[config.mk]
export PLATFORM = sky130hd
export DESIGN_NAME = reg_dump_reader_flat
export DESIGN_NICKNAME = d
export VERILOG_FILES = /design/src/rtl/reg_dump_reader_if.sv /design/src/rtl/reg_dump_reader.sv /design/src/flat_wrapper.sv
export SDC_FILE = /design/constraint.sdc
export NUM_CORES = 1
export LEC_CHECK = 0
export ABC_AREA = 1
export BUFFER_PORTS_ARGS = -buffer_cell sky130_fd_sc_hd__buf_2
export CORE_ASPECT_RATIO = 2
export CORE_MARGIN = 2
export CORE_UTILIZATION = 50
export CTS_CLUSTER_DIAMETER = 120
export DETAILED_ROUTE_END_ITERATION = 12
export GPL_ROUTABILITY_DRIVEN = 0
export PLACE_DENSITY = 0.8
export SKIP_LAST_GASP = 1
export SLEW_MARGIN = 20
export SYNTH_ARGS = -nofsm -noshare
export SYNTH_HDL_FRONTEND = slang
export SYNTH_SLANG_ARGS = --single-unit
[constraint.sdc]
create_clock -name reg_clk -period 2.7 [get_ports reg_clk]
set_clock_uncertainty 0.15 [all_clocks]
set_input_delay 0.54 -clock reg_clk [delete_from_list [all_inputs] [get_ports reg_clk]]
set_output_delay 0.54 -clock reg_clk [all_outputs]
set_load 0.01 [all_outputs]
[src/rtl/reg_dump_reader_if.sv]
// Bus bundle between reg_dump_reader and its surroundings: dump request,
// register-file read ports, the valid/ready word stream and status.
// The master modport is the reader; the slave modport is the environment
// (requester, register file and debug consumer).
interface reg_dump_reader_if #(
    parameter int DATA_W = 32,
    parameter int ADDR_W = 5
);
    logic              start;
    logic [ADDR_W-1:0] first_idx;
    logic [ADDR_W-1:0] last_idx;
    logic              reg_ena;
    logic [ADDR_W-1:0] RsC;
    logic [ADDR_W-1:0] RtC;
    logic [DATA_W-1:0] Rs_data_in;
    logic [DATA_W-1:0] Rt_data_in;
    logic              dout_valid;
    logic              dout_ready;
    logic [DATA_W-1:0] dout_data;
    logic [ADDR_W-1:0] dout_idx;
    logic              dout_last;
    logic              busy;
    logic              done;

    modport master (
        input  start, first_idx, last_idx, Rs_data_in, Rt_data_in, dout_ready,
        output reg_ena, RsC, RtC, dout_valid, dout_data, dout_idx, dout_last,
               busy, done
    );

    modport slave (
        output start, first_idx, last_idx, Rs_data_in, Rt_data_in, dout_ready,
        input  reg_ena, RsC, RtC, dout_valid, dout_data, dout_idx, dout_last,
               busy, done
    );
endinterface

[src/rtl/reg_dump_reader.sv]
// reg_dump_reader: walks a register-file index range two registers at a time
// through the RsC/RtC read ports and streams each value, tagged with its index,
// over a valid/ready output. All outputs come straight from flops.
// Optional feature macro: REG_DUMP_SKIP_ZERO_EN (suppress index 0 in the dump).
module reg_dump_reader #(
    parameter int DATA_W = 32,
    parameter int ADDR_W = 5
) (
    input  logic                 reg_clk,
    input  logic                 rst_n,
    reg_dump_reader_if.master    bus
);

    localparam logic [1:0] ST_IDLE  = 2'd0;
    localparam logic [1:0] ST_FETCH = 2'd1;
    localparam logic [1:0] ST_DRAIN = 2'd2;
    localparam logic [1:0] ST_DONE  = 2'd3;

`ifdef REG_DUMP_SKIP_ZERO_EN
    localparam bit SKIP_ZERO = 1'b1;
`else
    localparam bit SKIP_ZERO = 1'b0;
`endif

    // Pointer is one bit wider than an index so that stepping past the top
    // register compares as "beyond hi" instead of wrapping to 0.
    localparam int PTR_W = ADDR_W + 1;

    logic [1:0]        state_q,      state_d;
    logic [PTR_W-1:0]  ptr_q,        ptr_d;
    logic [ADDR_W-1:0] hi_q,         hi_d;
    logic [DATA_W-1:0] slot1_data_q, slot1_data_d;
    logic              slot1_full_q, slot1_full_d;
    logic              reg_ena_q,    reg_ena_d;
    logic [ADDR_W-1:0] rsc_q,        rsc_d;
    logic [ADDR_W-1:0] rtc_q,        rtc_d;
    logic              valid_q,      valid_d;
    logic [DATA_W-1:0] data_q,       data_d;
    logic [ADDR_W-1:0] idx_q,        idx_d;
    logic              last_q,       last_d;
    logic              busy_q,       busy_d;
    logic              done_q,       done_d;

    logic [PTR_W-1:0]  hi_ext_s;
    logic [PTR_W-1:0]  ptr_p1_s;
    logic [PTR_W-1:0]  ptr_p2_s;
    logic              slot0_full_s;
    logic              slot1_ok_s;
    logic              empty_req_s;

    // Derived pointer arithmetic and slot occupancy for the current pair.
    always_comb begin
        hi_ext_s     = {1'b0, hi_q};
        ptr_p1_s     = ptr_q + {{(PTR_W-1){1'b0}}, 1'b1};
        ptr_p2_s     = ptr_q + {{(PTR_W-2){1'b0}}, 2'b10};
        slot0_full_s = !(SKIP_ZERO && (ptr_q == {PTR_W{1'b0}}));
        slot1_ok_s   = (ptr_p1_s <= hi_ext_s);
        empty_req_s  = (bus.last_idx < bus.first_idx) ||
                       (SKIP_ZERO && (bus.last_idx == {ADDR_W{1'b0}}));
    end

    // Next-state logic for the dump sequencer and all registered outputs.
    always_comb begin
        state_d      = state_q;
        ptr_d        = ptr_q;
        hi_d         = hi_q;
        slot1_data_d = slot1_data_q;
        slot1_full_d = slot1_full_q;
        valid_d      = valid_q;
        data_d       = data_q;
        idx_d        = idx_q;
        last_d       = last_q;
        reg_ena_d    = 1'b0;
        rsc_d        = {ADDR_W{1'b0}};
        rtc_d        = {ADDR_W{1'b0}};

        case (state_q)
            ST_IDLE: begin
                if (bus.start) begin
                    hi_d  = bus.last_idx;
                    ptr_d = {1'b0, bus.first_idx};
                    if (empty_req_s) begin
                        state_d = ST_DONE;
                    end else begin
                        state_d   = ST_FETCH;
                        reg_ena_d = 1'b1;
                        rsc_d     = bus.first_idx;
                        rtc_d     = bus.first_idx + {{(ADDR_W-1){1'b0}}, 1'b1};
                    end
                end else begin
                    state_d = ST_IDLE;
                end
            end
            ST_FETCH: begin
                // Words go out in index order, so slot0 is presented first
                // unless it was suppressed, in which case slot1 goes alone.
                state_d = ST_DRAIN;
                valid_d = 1'b1;
                if (slot0_full_s) begin
                    data_d       = bus.Rs_data_in;
                    idx_d        = ptr_q[ADDR_W-1:0];
                    last_d       = (ptr_q == hi_ext_s);
                    slot1_data_d = bus.Rt_data_in;
                    slot1_full_d = slot1_ok_s;
                end else begin
                    data_d       = bus.Rt_data_in;
                    idx_d        = ptr_p1_s[ADDR_W-1:0];
                    last_d       = (ptr_p1_s == hi_ext_s);
                    slot1_full_d = 1'b0;
                end
            end
            ST_DRAIN: begin
                if (valid_q && bus.dout_ready) begin
                    if (slot1_full_q) begin
                        data_d       = slot1_data_q;
                        idx_d        = ptr_p1_s[ADDR_W-1:0];
                        last_d       = (ptr_p1_s == hi_ext_s);
                        slot1_full_d = 1'b0;
                    end else begin
                        valid_d = 1'b0;
                        last_d  = 1'b0;
                        ptr_d   = ptr_p2_s;
                        if (ptr_p2_s > hi_ext_s) begin
                            state_d = ST_DONE;
                        end else begin
                            state_d   = ST_FETCH;
                            reg_ena_d = 1'b1;
                            rsc_d     = ptr_p2_s[ADDR_W-1:0];
                            rtc_d     = ptr_p2_s[ADDR_W-1:0] + {{(ADDR_W-1){1'b0}}, 1'b1};
                        end
                    end
                end else begin
                    state_d = ST_DRAIN;
                end
            end
            ST_DONE: begin
                state_d = ST_IDLE;
            end
            default: begin
                state_d      = ST_IDLE;
                valid_d      = 1'b0;
                slot1_full_d = 1'b0;
            end
        endcase

        busy_d = (state_d != ST_IDLE);
        done_d = (state_d == ST_DONE);
    end

    // State and output registers; reset abandons any dump in progress.
    always_ff @(posedge reg_clk or negedge rst_n) begin
        if (!rst_n) begin
            state_q      <= ST_IDLE;
            ptr_q        <= {PTR_W{1'b0}};
            hi_q         <= {ADDR_W{1'b0}};
            slot1_data_q <= {DATA_W{1'b0}};
            slot1_full_q <= 1'b0;
            reg_ena_q    <= 1'b0;
            rsc_q        <= {ADDR_W{1'b0}};
            rtc_q        <= {ADDR_W{1'b0}};
            valid_q      <= 1'b0;
            data_q       <= {DATA_W{1'b0}};
            idx_q        <= {ADDR_W{1'b0}};
            last_q       <= 1'b0;
            busy_q       <= 1'b0;
            done_q       <= 1'b0;
        end else begin
            state_q      <= state_d;
            ptr_q        <= ptr_d;
            hi_q         <= hi_d;
            slot1_data_q <= slot1_data_d;
            slot1_full_q <= slot1_full_d;
            reg_ena_q    <= reg_ena_d;
            rsc_q        <= rsc_d;
            rtc_q        <= rtc_d;
            valid_q      <= valid_d;
            data_q       <= data_d;
            idx_q        <= idx_d;
            last_q       <= last_d;
            busy_q       <= busy_d;
            done_q       <= done_d;
        end
    end

    assign bus.reg_ena    = reg_ena_q;
    assign bus.RsC        = rsc_q;
    assign bus.RtC        = rtc_q;
    assign bus.dout_valid = valid_q;
    assign bus.dout_data  = data_q;
    assign bus.dout_idx   = idx_q;
    assign bus.dout_last  = last_q;
    assign bus.busy       = busy_q;
    assign bus.done       = done_q;

endmodule

[src/flat_wrapper.sv]
// flat-port wrapper written by rule: the top's interface ports become plain ports
module reg_dump_reader_flat 
#(
    parameter int DATA_W = 32,
    parameter int ADDR_W = 5
)
  (reg_clk, rst_n, bus_start, bus_first_idx, bus_last_idx, bus_Rs_data_in, bus_Rt_data_in, bus_dout_ready, bus_reg_ena, bus_RsC, bus_RtC, bus_dout_valid, bus_dout_data, bus_dout_idx, bus_dout_last, bus_busy, bus_done);
  reg_dump_reader_if #(.DATA_W(DATA_W), .ADDR_W(ADDR_W)) bus_i ();
  input  logic reg_clk;
  input  logic rst_n;
  input wire logic [$bits(bus_i.start)-1:0] bus_start;
  input wire logic [$bits(bus_i.first_idx)-1:0] bus_first_idx;
  input wire logic [$bits(bus_i.last_idx)-1:0] bus_last_idx;
  input wire logic [$bits(bus_i.Rs_data_in)-1:0] bus_Rs_data_in;
  input wire logic [$bits(bus_i.Rt_data_in)-1:0] bus_Rt_data_in;
  input wire logic [$bits(bus_i.dout_ready)-1:0] bus_dout_ready;
  output wire logic [$bits(bus_i.reg_ena)-1:0] bus_reg_ena;
  output wire logic [$bits(bus_i.RsC)-1:0] bus_RsC;
  output wire logic [$bits(bus_i.RtC)-1:0] bus_RtC;
  output wire logic [$bits(bus_i.dout_valid)-1:0] bus_dout_valid;
  output wire logic [$bits(bus_i.dout_data)-1:0] bus_dout_data;
  output wire logic [$bits(bus_i.dout_idx)-1:0] bus_dout_idx;
  output wire logic [$bits(bus_i.dout_last)-1:0] bus_dout_last;
  output wire logic [$bits(bus_i.busy)-1:0] bus_busy;
  output wire logic [$bits(bus_i.done)-1:0] bus_done;
  assign bus_i.start = bus_start;
  assign bus_i.first_idx = bus_first_idx;
  assign bus_i.last_idx = bus_last_idx;
  assign bus_i.Rs_data_in = bus_Rs_data_in;
  assign bus_i.Rt_data_in = bus_Rt_data_in;
  assign bus_i.dout_ready = bus_dout_ready;
  assign bus_reg_ena = bus_i.reg_ena;
  assign bus_RsC = bus_i.RsC;
  assign bus_RtC = bus_i.RtC;
  assign bus_dout_valid = bus_i.dout_valid;
  assign bus_dout_data = bus_i.dout_data;
  assign bus_dout_idx = bus_i.dout_idx;
  assign bus_dout_last = bus_i.dout_last;
  assign bus_busy = bus_i.busy;
  assign bus_done = bus_i.done;
  reg_dump_reader #(.DATA_W(DATA_W), .ADDR_W(ADDR_W)) u_core (.reg_clk(reg_clk), .rst_n(rst_n), .bus(bus_i));
endmodule
==> flow_summary.json, run 1 <==
{
  "antenna_found_initial": 0,
  "regToRegSetupSlack_ns": 0.25,
  "final_cell_mix": "nand2_1, buf_2, dfrtp_1",
  "fin_crit_ns": 2.446,
  "nNetsFinal": 798,
  "numCtsBuffers": 9,
  "setup_violations": 0,
  "clkTransAtPathRegs_ns": 0.07,
  "placementRows": 51,
  "synth.largest_area_cell": "dfrtp_1",
  "rsz0062_at_grt": "false",
  "dr.first_iter.drc_count": 259,
  "cp_common_cell": "nand2_1",
  "critical-path-top-delay-family": "simple AND/OR/NAND/NOR gates",
  "synth.top_cell.area_share_pct": 49.87,
  "insertion_delay_ns": 0.35,
  "dieArea_sq_mm": 0.01069,
  "startpoint_type": "register",
  "grt_pass1_vias": 4320,
  "cts_tree": "yes",
  "path_cells": "ha_1 > or2_0 > nand2_2 > inv_1 > ha_1 > nand2_1 > nor2_1 > nand2_1 > nand3_1 > nand2_1 > nand2_4 > nor2_8 > inv_4 > o22ai_2",
  "grt_max_degree": 51,
  "drc": 0,
  "antenna_cells": 0,
  "status": "completed",
  "routedWlPerCell_microns": 15.59,
  "synth_warnings": 0,
  "ir_drop_mv": 0.7025,
  "grt_overflow_total": 0,
  "tightest_slew_ns": 0.4886,
  "cpPeakStageDelay_ns": 0.47,
  "fmax_mhz": 408.9,
  "grt_pass1_wl_microns": 20570,
  "vias": 4274,
  "ys_ff_latch": 98,
  "drv_slew": 0,
  "powerDensity_mw_per_mm2": 1249,
  "vias_per_cell": 5.119,
  "grt_usage_pct": 25.70,
  "min_path_type": "primary input to register",
  "ctsLongestPathBuffers": 2,
  "dp.cells": 818,
  "io-pin-count": 130,
  "synthCells": 574,
  "layout_commonest_cell": "nand2_1",
  "synth_nets": 674,
  "cp.required_ns": 2.78,
  "cts-root-buf": "clkbuf_16",
  "finalCritPeriodShare_pct": 90.58,
  "h-tree-depth": 3,
  "synth_area_leaders": "dfrtp_1, nand2_1, o21ai_0",
  "io_buffers": 129,
  "dr.pass1.iters": 4,
  "endpoint_kind": "register",
  "ys_types": 34,
  "clock_sinks": 98,
  "worst-path-buf-inv": 2,
  "syn_area_sq_mm": 0.004917,
  "die_h_microns": 144.2,
  "maxCapViolations": 0,
  "dp.final_hpwl_microns": 9808,
  "path_max_fanout": 8,
  "slowest_stage": "dfrtp_1",
  "setup-tns-final_ns": 0,
  "die_w_microns": 74.12,
  "final_cells": 835,
  "seq_area_frac_synth_pct": 49.87,
  "ant_nets": 0,
  "avgSynthCellArea_sq_um": 8.567,
  "wl_microns": 13020,
  "area_delta_synth_final_pct": 21.91,
  "cp_data_arrival_time_ns": 2.52,
  "initial_core_util_pct": 51.03,
  "finalHoldViolations": 0,
  "core_area_sq_mm": 0.009635,
  "crit_type": "register to register",
  "relSlewSlack_pct": 67.38,
  "drive_gt1_share_pct": 25.60,
  "leakage_nw": 3.117
}
## synthesized netlist by cell type (all sizes together)
cell type	instances
o211ai	2
buf	13
dfrtp	98
o22ai	8
a22oi	1
o21ai	70
nand2	154
xnor2	2
ha	22
clkbuf	12
nor3	1
a31oi	3
or2	3
inv	52
xor2	8
o21a	34
nor2	65
nand4	2
a21oi	5
o2111ai	1
nand3	18
## cell type report
type | instances | area (sq um)
Fill cell | 834 | 3641
Sequential cell | 98 | 2452
Multi-Input combinational cell | 399 | 2152
Timing Repair Buffer | 138 | 730.7
Clock buffer | 10 | 229.0
Inverter | 52 | 200.2
Tap cell | 132 | 165.2
Clock inverter | 6 | 65.06
## where the power goes
part / internal [mW] / switching, mW / total [mW]
Clock: 0.722 / 0.562 / 1.28
Sequential: 2.15 / 0.399 / 2.54
Combinational: 1.37 / 2.29 / 3.66
Total: 4.24 / 3.25 / 7.49
## final timing paths
kind | startpoint | endpoint | depth (start not counted)
min | bus_Rt_data_in[19] | u_core.slot1_data_q[19] | 3
min reg2reg | u_core.slot1_data_q[22] | u_core.slot1_data_q[22] | 2
min in group asynchronous | rst_n | u_core.hi_q[0] | 2
max | u_core.ptr_q[2] | u_core.bus.RtC[4] | 14
max in group asynchronous | rst_n | u_core.bus.dout_data[24] | 3
max reg2reg | u_core.ptr_q[2] | u_core.bus.RtC[4] | 14
## what timing repair did
action | CTS | global route
hold buffers | 1 | 0
setup endpoints to repair | 0 | 7
setup buffers | 0 | 0
endpoints found under the hold margin | 18 | 0
gates resized for setup | 0 | 1
## worst reg2reg max path: stages, from the launching register on
cell     delay, ns
dfrtp_1       0.47
ha_1          0.24
or2_0         0.21
nand2_2       0.13
inv_1         0.06
ha_1          0.29
nand2_1       0.05
nor2_1        0.11
nand2_1       0.08
nand3_1       0.07
nand2_1       0.09
nand2_4       0.12
nor2_8        0.04
inv_4         0.13
o22ai_2       0.09
## per-stage QoR
| stage | instance area (sq um) | util, % | power [mW] | worst slack [ns] | hold slack, ns |
|---|---|---|---|---|---|
| 2_1_floorplan | 4917 | - | 5.016 | 0.4623 | 0.09441 |
| 4_1_cts | 5992 | 62.19 | 7.499 | 0.2072 | 0.2346 |
| 3_5_place_dp | 5688 | 59.03 | 6.201 | 0.2018 | 0.2882 |
| 6_report | 5995 | 62.21 | 7.489 | 0.2543 | 0.2437 |
| 3_3_place_gp | 5688 | 59.03 | 6.024 | 0.2956 | 0.2847 |
| 5_1_grt | 5995 | 62.21 | 8.077 | 0.06085 | 0.2386 |
## cell families after synthesis
| logic type | count (synthesis) | synth area share, % |
|---|---|---|
| AO/OA/AOI/OAI | 124 | 15.85 |
| XOR/XNOR | 10 | 1.781 |
| adder cells (fa/ha/maj) | 22 | 5.598 |
| buffers and inverters | 77 | 6.463 |
| flip-flops | 98 | 49.87 |
| AND/OR/NAND/NOR | 243 | 20.43 |
## metal layers
layer / track usage, % / routed length, microns / vias up
li1: - / - / 2090
met1: 26.51 / 4548 / 1990
met2: 46.01 / 7205 / 147
met3: 4.460 / 533 / 47
met4: 16.46 / 733 / 0
met5: 0 / 0 / -
## registers in the layout (all words and copies together), names as in the netlist, 2 cells and up
register              count
u_core.bus.dout_idx       5
u_core.state_q            2
u_core.slot1_data_q      32
u_core.bus.RtC            5
u_core.bus.RsC            5
u_core.ptr_q              6
u_core.bus.dout_data     32
u_core.hi_q               5
(Power assumes the default switching activity.)
==> run 2, diff against run 1 <==
--- a/config.mk
+++ b/config.mk
@@ -10,6 +10,7 @@
 export CORE_ASPECT_RATIO = 2
 export CORE_MARGIN = 2
 export CORE_UTILIZATION = 50
+export CTS_BUF_LIST = sky130_fd_sc_hd__clkbuf_2
 export CTS_CLUSTER_DIAMETER = 120
 export DETAILED_ROUTE_END_ITERATION = 12
 export GPL_ROUTABILITY_DRIVEN = 0
==> run 2 against run 1 <==
Net effect:
- count of clock-buffer cells in the layout did not move
- critical path depth did not move
- hold slack lost 0.21 ns
- register-to-register slack about the same
- wire length increased by 2.0%
- critical endpoint unchanged
- largest power group unchanged
==> flow_summary.json, run 2 (synthesized netlist as in run 1, its figures left out) <==
{
  "drive_gt1_share_pct": 24.69,
  "ctsLongestPathBuffers": 2,
  "fin_ws_ns": 0.2439,
  "io_buffers": 129,
  "switching_share_pct": 46.01,
  "clkTransAtPathRegs_ns": 0.27,
  "die_w_microns": 74.12,
  "p_switching_mw": 3.199,
  "antenna_found_initial": 1,
  "area_delta_synth_final_pct": 25.27,
  "endpoint_kind": "register",
  "status": "completed",
  "h-tree-depth": 3,
  "min-delay-start": "bus_first_idx[0]",
  "nNetsFinal": 832,
  "powerDensity_mw_per_mm2": 1129,
  "initial_core_util_pct": 51.03,
  "ant_nets": 0,
  "num-fill-cells": 807,
  "startpoint_type": "register",
  "r2r_end": "u_core.bus.RtC[4]",
  "ff2ff_path_depth": 14,
  "core_area_sq_mm": 0.009635,
  "maxCapViolations": 0,
  "clock_power_share_pct": 10.4,
  "relSlewSlack_pct": 60.25,
  "rsz0062_at_grt": "false",
  "fin_crit_ns": 2.456,
  "power_mw": 6.954,
  "final_core_util_pct": 63.93,
  "p_int_mw": 3.754,
  "cp_data_arrival_time_ns": 2.81,
  "grt_max_degree": 51,
  "leakage_nw": 3.187,
  "crit_type": "register to register",
  "cts-root-buf": "clkbuf_2",
  "layout_commonest_cell": "nand2_1",
  "routedWlPerCell_microns": 15.26,
  "worstHoldEndpoint": "u_core.bus.RtC[0]",
  "postCtsSetupBuffers": 0,
  "ir_drop_mv": 0.5951,
  "tightest_slew_ns": 0.5900,
  "io-pin-count": 130,
  "placed_area_sq_mm": 0.005688,
  "path_max_fanout": 8,
  "clock_sinks": 98,
  "final_cell_mix": "nand2_1, buf_2, dfrtp_1",
  "cts_tree": "yes",
  "insertion_delay_ns": 0.58,
  "placementRows": 51,
  "post-place-ws_ns": 0.2018,
  "numCtsBuffers": 9,
  "fin_area_sq_mm": 0.006160,
  "grt_pass1_wl_microns": 20860,
  "regToRegSetupSlack_ns": 0.24,
  "wl_microns": 13270,
  "dr.first_iter.drc_count": 267,
  "finalCritPeriodShare_pct": 90.97,
  "dp.final_hpwl_microns": 9808,
  "ff_latch_area_sq_mm": 0.002454,
  "drv_slew": 0,
  "grt_overflow_total": 0,
  "timing.rr.start": "u_core.ptr_q[2]",
  "setup_violations": 0,
  "grt_usage_pct": 25.90,
  "whs_path_depth": 2,
  "cp.required_ns": 3.05,
  "vias": 4468,
  "fmax_mhz": 407.2,
  "drc": 0,
  "finalHoldViolations": 0,
  "vias_per_cell": 5.136,
  "multiInputGateArea_sq_mm": 0.002152,
  "seq_power_share_pct": 36.4,
  "die_h_microns": 144.2,
  "min_path_type": "primary input to register",
  "dr.pass1.iters": 4,
  "setup-tns-final_ns": 0,
  "pwr-share-comb_pct": 53.2,
  "grt_pass1_vias": 4479,
  "dieArea_sq_mm": 0.01069
}
[run 2: cell types whose count changed in the layout (fill, tap and decap cells not counted)]
cell	before	now
clkbuf_1	1	0
clkbuf_16	9	0
clkbuf_2	0	10
dfrtp_1	98	97
dfrtp_2	0	1
diode_2	0	1
dlygate4sd3_1	1	35
[run 2: worst max-delay path: stages (launching register included)]
cell and delay [ns]:
dfrtp_2 0.52, ha_1 0.22, or2_0 0.22, nand2_2 0.13, inv_1 0.06, ha_1 0.29
nand2_1 0.05, nor2_1 0.13, nand2_1 0.08, nand3_1 0.07, nand2_1 0.09, nand2_4 0.12
nor2_8 0.04, inv_4 0.13, o22ai_2 0.09
[run 2: metrics by stage]
| step | hold slack, ns | std cells |
|---|---|---|
| floorplan | 0.09441 | 574 |
| global placement | 0.2847 | 818 |
| detailed placement | 0.2882 | 818 |
| CTS | 0.0003604 | 869 |
| global route | 0.02041 | 870 |
| finish | 0.03690 | 870 |
[run 2: repair_timing]
| action | in CTS | in global routing |
|---|---|---|
| gates resized for setup | 0 | 2 |
| hold buffers | 35 | 0 |
| hold endpoints to repair | 102 | 0 |
| endpoints found under the setup margin | 0 | 11 |
[run 2: how the worst max path moves through the flow]
stage                          from           endpoint  slack, ns  cells past startpoint
CTS                 u_core.ptr_q[2]  u_core.bus.RtC[4]       0.18                     14
floorplan           u_core.ptr_q[2]  u_core.bus.RtC[3]       0.46                     14
global placement    u_core.ptr_q[2]  u_core.bus.RtC[3]       0.30                     14
global route        u_core.ptr_q[3]    u_core.bus.done       0.05                     14
detailed placement  u_core.ptr_q[2]  u_core.bus.RtC[4]       0.20                     14
finish              u_core.ptr_q[2]  u_core.bus.RtC[4]       0.24                     14
[run 2: layout make-up]
cell class | count | share of cell area, %
flip-flops and latches | 98 | 39.83
repair buffers | 172 | 17.39
well taps | 132 | 2.681
clock inverters | 6 | 1.056
inverters | 52 | 3.250
multi-input cells | 399 | 34.94
clock buffers | 10 | 0.8125
diodes | 1 | 0.04063
[run 2: layer usage]
| metal | up-vias | GRT usage, % | wire length [microns] |
|---|---|---|---|
| met3 | 64 | 4.251 | 641 |
| met1 | 2072 | 25.38 | 4459 |
| li1 | 2160 | - | - |
| met4 | 0 | 19.81 | 968 |
| met2 | 172 | 46.33 | 7205 |
| met5 | - | 0 | 0 |
[run 2: power groups by stage]
stage               registers, mW  logic [mW]  clock network [mW]
floorplan                    2.62        2.40                   0
global route                 2.60        4.13               0.787
CTS                          2.53        3.68               0.741
finish                       2.53        3.70               0.726
detailed placement           2.56        3.64                   0
global placement             2.54        3.49                   0
